## src/rtl/pipe_phy_cmd_responder.sv

```systemverilog
// rtl/pipe_phy_cmd_responder.sv - per-lane PIPE PHY responder for detect/powerdown/rate commands
module pipe_phy_cmd_responder #(
    parameter int RESET_CYCLES  = 16,
    parameter int DETECT_CYCLES = 40,
    parameter int PD_CYCLES     = 8,
    parameter int RATE_CYCLES   = 24
) (
    input  logic       pclk,
    input  logic       reset_n,
    input  logic       txdetectrx,
    input  logic       txelecidle,
    input  logic [2:0] powerdown,
    input  logic [1:0] rate,
    input  logic       rx_present,
    output logic       phystatus,
    output logic [2:0] rxstatus,
    output logic [2:0] cur_powerdown,
    output logic [1:0] cur_rate,
    output logic       busy,
    output logic       invalid_req
);

    localparam int MAX_AB     = (DETECT_CYCLES > PD_CYCLES) ? DETECT_CYCLES : PD_CYCLES;
    localparam int MAX_CD     = (RATE_CYCLES > RESET_CYCLES) ? RATE_CYCLES : RESET_CYCLES;
    localparam int MAX_CYCLES = (MAX_AB > MAX_CD) ? MAX_AB : MAX_CD;
    localparam int CW         = $clog2(MAX_CYCLES) + 1;

    localparam int RST_LAST_I = RESET_CYCLES - 1;
    localparam logic [CW-1:0] RST_LAST  = RST_LAST_I[CW-1:0];
    localparam logic [CW-1:0] PD_LAST   = PD_CYCLES[CW-1:0];
    localparam logic [CW-1:0] RATE_LAST = RATE_CYCLES[CW-1:0];
    localparam logic [CW-1:0] DET_LAST  = DETECT_CYCLES[CW-1:0];

    typedef enum logic [2:0] {
        RST_WAIT,
        IDLE,
        PD_CHG,
        RATE_CHG,
        DETECT,
        STATUS
    } state_t;

    state_t        state, state_d;
    logic [CW-1:0] cnt, cnt_d;
    logic [2:0]    pd_tgt, pd_tgt_d;
    logic [1:0]    rate_tgt, rate_tgt_d;
    logic [2:0]    cur_pd_d;
    logic [1:0]    cur_rate_d;
    logic [2:0]    rxstatus_d;
    logic          det_armed, det_armed_d;
    logic          pd_ill, rate_ill, pd_ill_q, rate_ill_q;

    assign pd_ill   = (powerdown > 3'd3);
    assign rate_ill = (rate == 2'd3);

    always_comb begin
        state_d     = state;
        cnt_d       = cnt;
        pd_tgt_d    = pd_tgt;
        rate_tgt_d  = rate_tgt;
        cur_pd_d    = cur_powerdown;
        cur_rate_d  = cur_rate;
        rxstatus_d  = 3'b000;
        det_armed_d = det_armed | ~txdetectrx;
        case (state)
            RST_WAIT: begin
                cnt_d = cnt + 1'b1;
                if (cnt == RST_LAST) state_d = IDLE;
            end
            IDLE: begin
                if (powerdown != cur_powerdown && !pd_ill) begin
                    pd_tgt_d = powerdown;
                    state_d  = PD_CHG;
                end else if (rate != cur_rate && !rate_ill && cur_powerdown <= 3'd1) begin
                    rate_tgt_d = rate;
                    state_d    = RATE_CHG;
                end else if (txdetectrx && txelecidle && det_armed && cur_powerdown == 3'd2) begin
                    det_armed_d = 1'b0;
                    state_d     = DETECT;
                end
            end
            PD_CHG: begin
                cnt_d = cnt + 1'b1;
                if (cnt == PD_LAST) begin
                    cur_pd_d = pd_tgt;
                    state_d  = STATUS;
                end
            end
            RATE_CHG: begin
                cnt_d = cnt + 1'b1;
                if (cnt == RATE_LAST) begin
                    cur_rate_d = rate_tgt;
                    state_d    = STATUS;
                end
            end
            DETECT: begin
                cnt_d = cnt + 1'b1;
                if (cnt == DET_LAST) begin
                    rxstatus_d = rx_present ? 3'b011 : 3'b000;
                    state_d    = STATUS;
                end
            end
            STATUS:  state_d = IDLE;
            default: state_d = RST_WAIT;
        endcase
        // Counter restarts on every state entry so it can never wrap.
        if (state_d != state) cnt_d = '0;
    end

    always_ff @(posedge pclk or negedge reset_n) begin
        if (!reset_n) begin
            state         <= RST_WAIT;
            cnt           <= '0;
            pd_tgt        <= 3'd2;
            rate_tgt      <= 2'd0;
            det_armed     <= 1'b1;
            pd_ill_q      <= 1'b0;
            rate_ill_q    <= 1'b0;
            phystatus     <= 1'b1;
            rxstatus      <= 3'b000;
            cur_powerdown <= 3'd2;
            cur_rate      <= 2'd0;
            busy          <= 1'b1;
            invalid_req   <= 1'b0;
        end else begin
            state         <= state_d;
            cnt           <= cnt_d;
            pd_tgt        <= pd_tgt_d;
            rate_tgt      <= rate_tgt_d;
            det_armed     <= det_armed_d;
            pd_ill_q      <= pd_ill;
            rate_ill_q    <= rate_ill;
            phystatus     <= (state_d == STATUS) || (state_d == RST_WAIT);
            rxstatus      <= rxstatus_d;
            cur_powerdown <= cur_pd_d;
            cur_rate      <= cur_rate_d;
            busy          <= (state_d != IDLE);
            invalid_req   <= (pd_ill & ~pd_ill_q) | (rate_ill & ~rate_ill_q);
        end
    end

endmodule

```

## config.mk

```make
export PLATFORM = sky130hd
export DESIGN_NAME = pipe_phy_cmd_responder
export DESIGN_NICKNAME = d
export VERILOG_FILES = /design/src/rtl/pipe_phy_cmd_responder.sv
export SDC_FILE = /design/constraint.sdc
export NUM_CORES = 1
export LEC_CHECK = 0
export ABC_AREA = 1
export CELL_PAD_IN_SITES_DETAIL_PLACEMENT = 0
export CELL_PAD_IN_SITES_GLOBAL_PLACEMENT = 1
export CORE_UTILIZATION = 42
export CTS_CLUSTER_DIAMETER = 50
export DETAILED_ROUTE_END_ITERATION = 8
export PLACE_DENSITY = 0.88
export SLEW_MARGIN = 20
export SYNTH_ARGS = -nofsm -noshare
export SYNTH_HDL_FRONTEND = slang
export SYNTH_SLANG_ARGS = --single-unit
```

## constraint.sdc

```tcl
create_clock -name pclk -period 4.1 [get_ports pclk]
set_input_delay 1.025 -clock pclk [delete_from_list [all_inputs] [get_ports pclk]]
set_output_delay 1.025 -clock pclk [all_outputs]
set_load 0.03 [all_outputs]
```

* Word level (Yosys, flattened, before mapping)
Index checks and enable logic that the tools add are counted.
Word-level totals: word-level logic and storage cells 74, input port bits 10, flip-flop bits (word level) 29
Cells by class: equality and inequality tests 16, muxes and demuxes 17, $add $sub $neg 1, bitwise gates (word level) 8, order comparisons 2, reduce and logical (&&, ||, !) cells 17
Operator list (count):
- 3-bit two-way mux | 7
- 3-bit case mux with 6 select lines | 1
- 7-bit by 4-bit == test with 1-bit output, second input constant | 2
- 7-bit two-way mux | 2
- 3-bit by 2-bit == test with 1-bit output, second input constant | 3
- 3-bit == test, second input constant | 3
- 7-bit by 1-bit adder with 7-bit output, second input constant | 1
- 7-bit by 5-bit == test with 1-bit output, second input constant | 1
- 7-bit by 6-bit == test with 1-bit output, second input constant | 1
- 1-bit logical AND | 6
- 3-bit logical NOT | 2
- 2-bit two-way mux | 3
- 3-bit inequality test | 2
- 2-bit AND reduction | 3
- 1-bit two-way mux | 4
- 1-bit inverter | 4
- 4-bit OR reduction | 1
- 3-bit by 1-bit == test with 1-bit output, second input constant | 1
- 3-bit by 2-bit > comparator with 1-bit output, second input constant | 1
- 3-bit by 1-bit <= comparator with 1-bit output, second input constant | 1
- 3-bit by 1-bit inequality test with 1-bit output, second input constant | 1
- 3-bit AND reduction | 1
- 1-bit AND | 2
- 2-bit == test, second input constant | 1
- 5 further kinds | 7

* Logic depth before layout (Yosys ltp)
word-level depth 9, mapped depth 13, mapped depth without buffers 13

* Worst setup path after synthesis
Ideal clock, no wire load.
kind in2reg, start input port powerdown[1], end register cnt[0], path slack 2157 ps, buffers on the path 0, cell stages on the path 10, data arrival time 1870 ps, required time 4027 ps, cells stage by stage inv_1 > a21oi_1 > nand3_1 > nand2_1 > nand3_1 > nand2_2 > nand2_1 > nand2_1 > nand3_2 > nor2_1
Between the ends: word-level cells in the longest chain between the ends 7, elaborated cells on any way between the ends 9
RTL lines:
- start: declaration | RTL line 12 | input logic [2:0] powerdown,
- 3-bit by 2-bit > comparator with 1-bit output | RTL line 53 | assign pd_ill = (powerdown > 3'd3);
- 1-bit logical NOT | RTL line 71 | if (powerdown != cur_powerdown && !pd_ill) begin
- 1-bit logical AND * | RTL line 71
- 3-bit two-way mux * | RTL line 71
- 3-bit case mux with 6 select lines * | RTL line 65 | case (state)
- via state_d[0] | RTL line 43 | state_t state, state_d;
- 3-bit inequality test * | RTL line 107 | if (state_d != state) cnt_d = '0;
- 7-bit two-way mux / 2-bit nonzero test (equally long branches)
- end signal: assignment | RTL line 127 | cnt <= cnt_d;
- end: declaration | RTL line 44 | logic [CW-1:0] cnt, cnt_d;
Mark *: on every way through the listed nets, which the timed path passes. The rest lies on a longest branch. A chain may end at the register's enable or synchronous reset.

* Worst setup path in the final report
start register cur_powerdown[1], end output port cur_powerdown[1]
RTL lines:
- start: declaration | RTL line 17 | output logic [2:0] cur_powerdown,
- start signal: assignment | RTL line 135 | cur_powerdown <= cur_pd_d;
No word-level cell between the ends.

==> results.yml <==
final_layout:
  multi_input_area_sq_um: 602
  ff_latch_area_sq_um: 682
  fillers: 294
  drive_gt1_share_pct: 8.74
  area_growth_pct: 18.6
  layout.nets: 219
  diodes: 0
yosys:
  yosysTopAreaCellShare_pct: 38.8
  ys.flop_type: "dfrtp_1"
  ys_warn_count: 0
  synth_cells: 185
  ys_seq_elements: 27
  yosys.area.top_type: "dfrtp_1"
  syn_nets: 197
  yosysSeqAreaShare_pct: 48.1
  synthTopCellsByArea: "dfrtp_1 (39%), nand2_1 (12%), dfstp_2 (9.3%)"
  synth.avg_cell_area_sq_um: 7.67
  synth_edf_count: 0
  synthesis.area_sq_um: 1420
  synth_most_common_cell: "nand2_1"
  synth_cell_type_count: 23
  netlist_top_cells_count: "nand2_1 (47), inv_1 (31), nor2_1 (29)"
  async_flop_share_pct: 100
power_and_ir_drop:
  p_leak_nw: 0.857
  ir_drop_uv: 262
  power-per-cell-area_nw_per_um2: 466
floorplan:
  die_h_um: 60.1
  coreArea_sq_um: 3130
  rows: 20
  start_util_pct: 45.4
  chipWidth_um: 60.1
  fp.dieArea_sq_um: 3610
  io_pins: 21
critical_path:
  startpoint_type: "register"
  crit_type: "reg -> out"
  crit_fanout: 4
  critPathSlowestCell: "clkdlybuf4s50_1"
  cp_slowest_stage_delay_ns: 0.67
  worstReg2RegStart: "cnt[0]$_DFFE_PN0P_"
  critPathTopFamily: "buffers and inverters"
  crit_chain: "clkdlybuf4s50_1"
  required_ns: 3.07
  worstPathArrival_ns: 1.58
  crit_start: "cur_powerdown[1]$_DFFE_PN1P_"
  critPathBufInv: 1
  reg2reg_slack_ns: 2.31
  cp-end-kind: "output pin"
clock_tree:
  clk_path_buf_depth: 2
  cts_resized: 0
  holdBufCountCts: 0
  clock_latency_ns: 0.33
  post-cts-setup-buffers: 0
  clk_pin_slew_ns: 0.15
  cts_tree: "yes"
  numCtsBuffers: 3
  numClockSinks: 27
  h-tree-depth: 1
  root_buffer: "clkbuf_4"
min_path:
  min-delay-start: "rate_ill_q$_DFF_PN0_"
  hold_class: "reg -> reg"
job:
  drv_cap: 0
outcome:
  status: "finished, final reports clean"
sta:
  worst_pin_slew_ns: 0.807
  maxSlewViolCount: 0
  period_share_pct: 63.4
  min_period_ns: 2.60
  final-setup-viol-count: 0
  max_slew_margin_pct: 46.1
  fin_setup_tns_ns: 0
  clock-skew-final_ns: 0.00690
  hold_viol: 0
  max_freq_mhz: 385
  hold_slack_ns: 0.439
  rsz0062_at_grt: "no"
detailed_routing:
  drt.antenna.violating_nets: 0
  drcViolationCount: 0
  drt-vias-per-instance: 4.54
  vias: 1134
  dr.pass1.iters: 4
  wl_per_cell_um: 10.2
  routed_wl_um: 2540
  initialDrtViolationCount: 50
global_route:
  grt_pass1_vias: 1013
  grt_overflow: 0
  grt_usage_pct: 16.2
  grt_max_degree: 20
  antenna_found_initial: 0
  grt_pass1_wl_um: 4270
placed_design:
  place_congestion: 0.908
  port_buffers: 19
  dp_hpwl_um: 2010
-- placed cells by master, fill, tap and decap left out --
master and instances:
o22ai_1 1, xnor2_1 1, clkinvlp_4 1, o21ai_0 7
nand4_1 1, nor3_1 2, dfstp_2 5, nor2_1 29
xor2_1 6, and3_1 1, clkbuf_4 3, nand2_2 2
nand3_2 3, inv_1 31, nand2_1 47, conb_1 1
a21oi_1 4, buf_4 1, nand3b_1 3, ha_1 2
nor3_2 1, nor2_2 2, nand3_1 11, clkdlybuf4s50_1 19
dfrtp_1 22
-- report_power, final --
| group | switching [mW] | internal (mW) | total (mW) |
|---|---|---|---|
| Combinational | 0.190 | 0.110 | 0.300 |
| Sequential | 0.0381 | 0.329 | 0.367 |
| Clock | 0.0796 | 0.0373 | 0.117 |
| Total | 0.308 | 0.476 | 0.784 |
-- per-stage QoR --
stage	util (%)	instance area (sq um)	worst slack [ns]	instances	power, mW
CTS	53.8	1680	1.49	250	0.794
global placement	52.8	1650	1.47	246	0.667
floorplan	-	1420	2.16	185	0.586
global route	53.8	1680	1.46	250	0.860
detailed placement	52.8	1650	1.41	246	0.674
finish	53.8	1680	1.50	250	0.784
-- layer usage --
metal  vias to the layer above  track usage, %  wire [um]
met1                       514            19.5       1180
met4                         0            6.98         32
met2                        17            28.6       1250
li1                        599               -          -
met3                         4            1.95         74
met5                         -               0          0
-- sequential cells by signal, summed over array words and instances, names as in the netlist --
| signal | cells |
|---|---|
| cnt | 7 |
| cur_powerdown | 3 |
| pd_tgt | 3 |
| state | 3 |
| cur_rate | 2 |
| rate_tgt | 2 |
| busy | 1 |
| det_armed | 1 |
| invalid_req | 1 |
| pd_ill_q | 1 |
| phystatus | 1 |
| rate_ill_q | 1 |
| rxstatus | 1 |
-- area by class of cell --
type / count / share of cell area [%]
flip-flops and latches: 27 / 40.5
inverters: 31 / 6.91
clock buffers: 3 / 1.34
clock inverters: 1 / 0.446
repair buffers: 20 / 11.7
multi-input cells: 124 / 35.8
well taps: 44 / 3.27
-- kinds of logic after synthesis --
kind of cell / Yosys count / synth area share (%)
compound gates: 12 / 4.32
xor+xnor: 7 / 4.32
other cells: 1 / 0.264
fa+ha+maj: 2 / 1.76
buf+inv: 34 / 9.52
simple gates: 102 / 31.7
flops: 27 / 48.1
-- path summary, 6_finish.rpt --
kind,end,cells after the start
worst max register to register,cnt[2]$_DFFE_PN0P_,12
worst min-delay path,invalid_req$_DFF_PN0_,1
worst max-delay path,cur_powerdown[1],1
min in group asynchronous,cur_powerdown[0]$_DFFE_PN0P_,1
worst min register to register,invalid_req$_DFF_PN0_,1
max in group asynchronous,state[2]$_DFF_PN0_,2
Power figures use the tool's default switching activity.
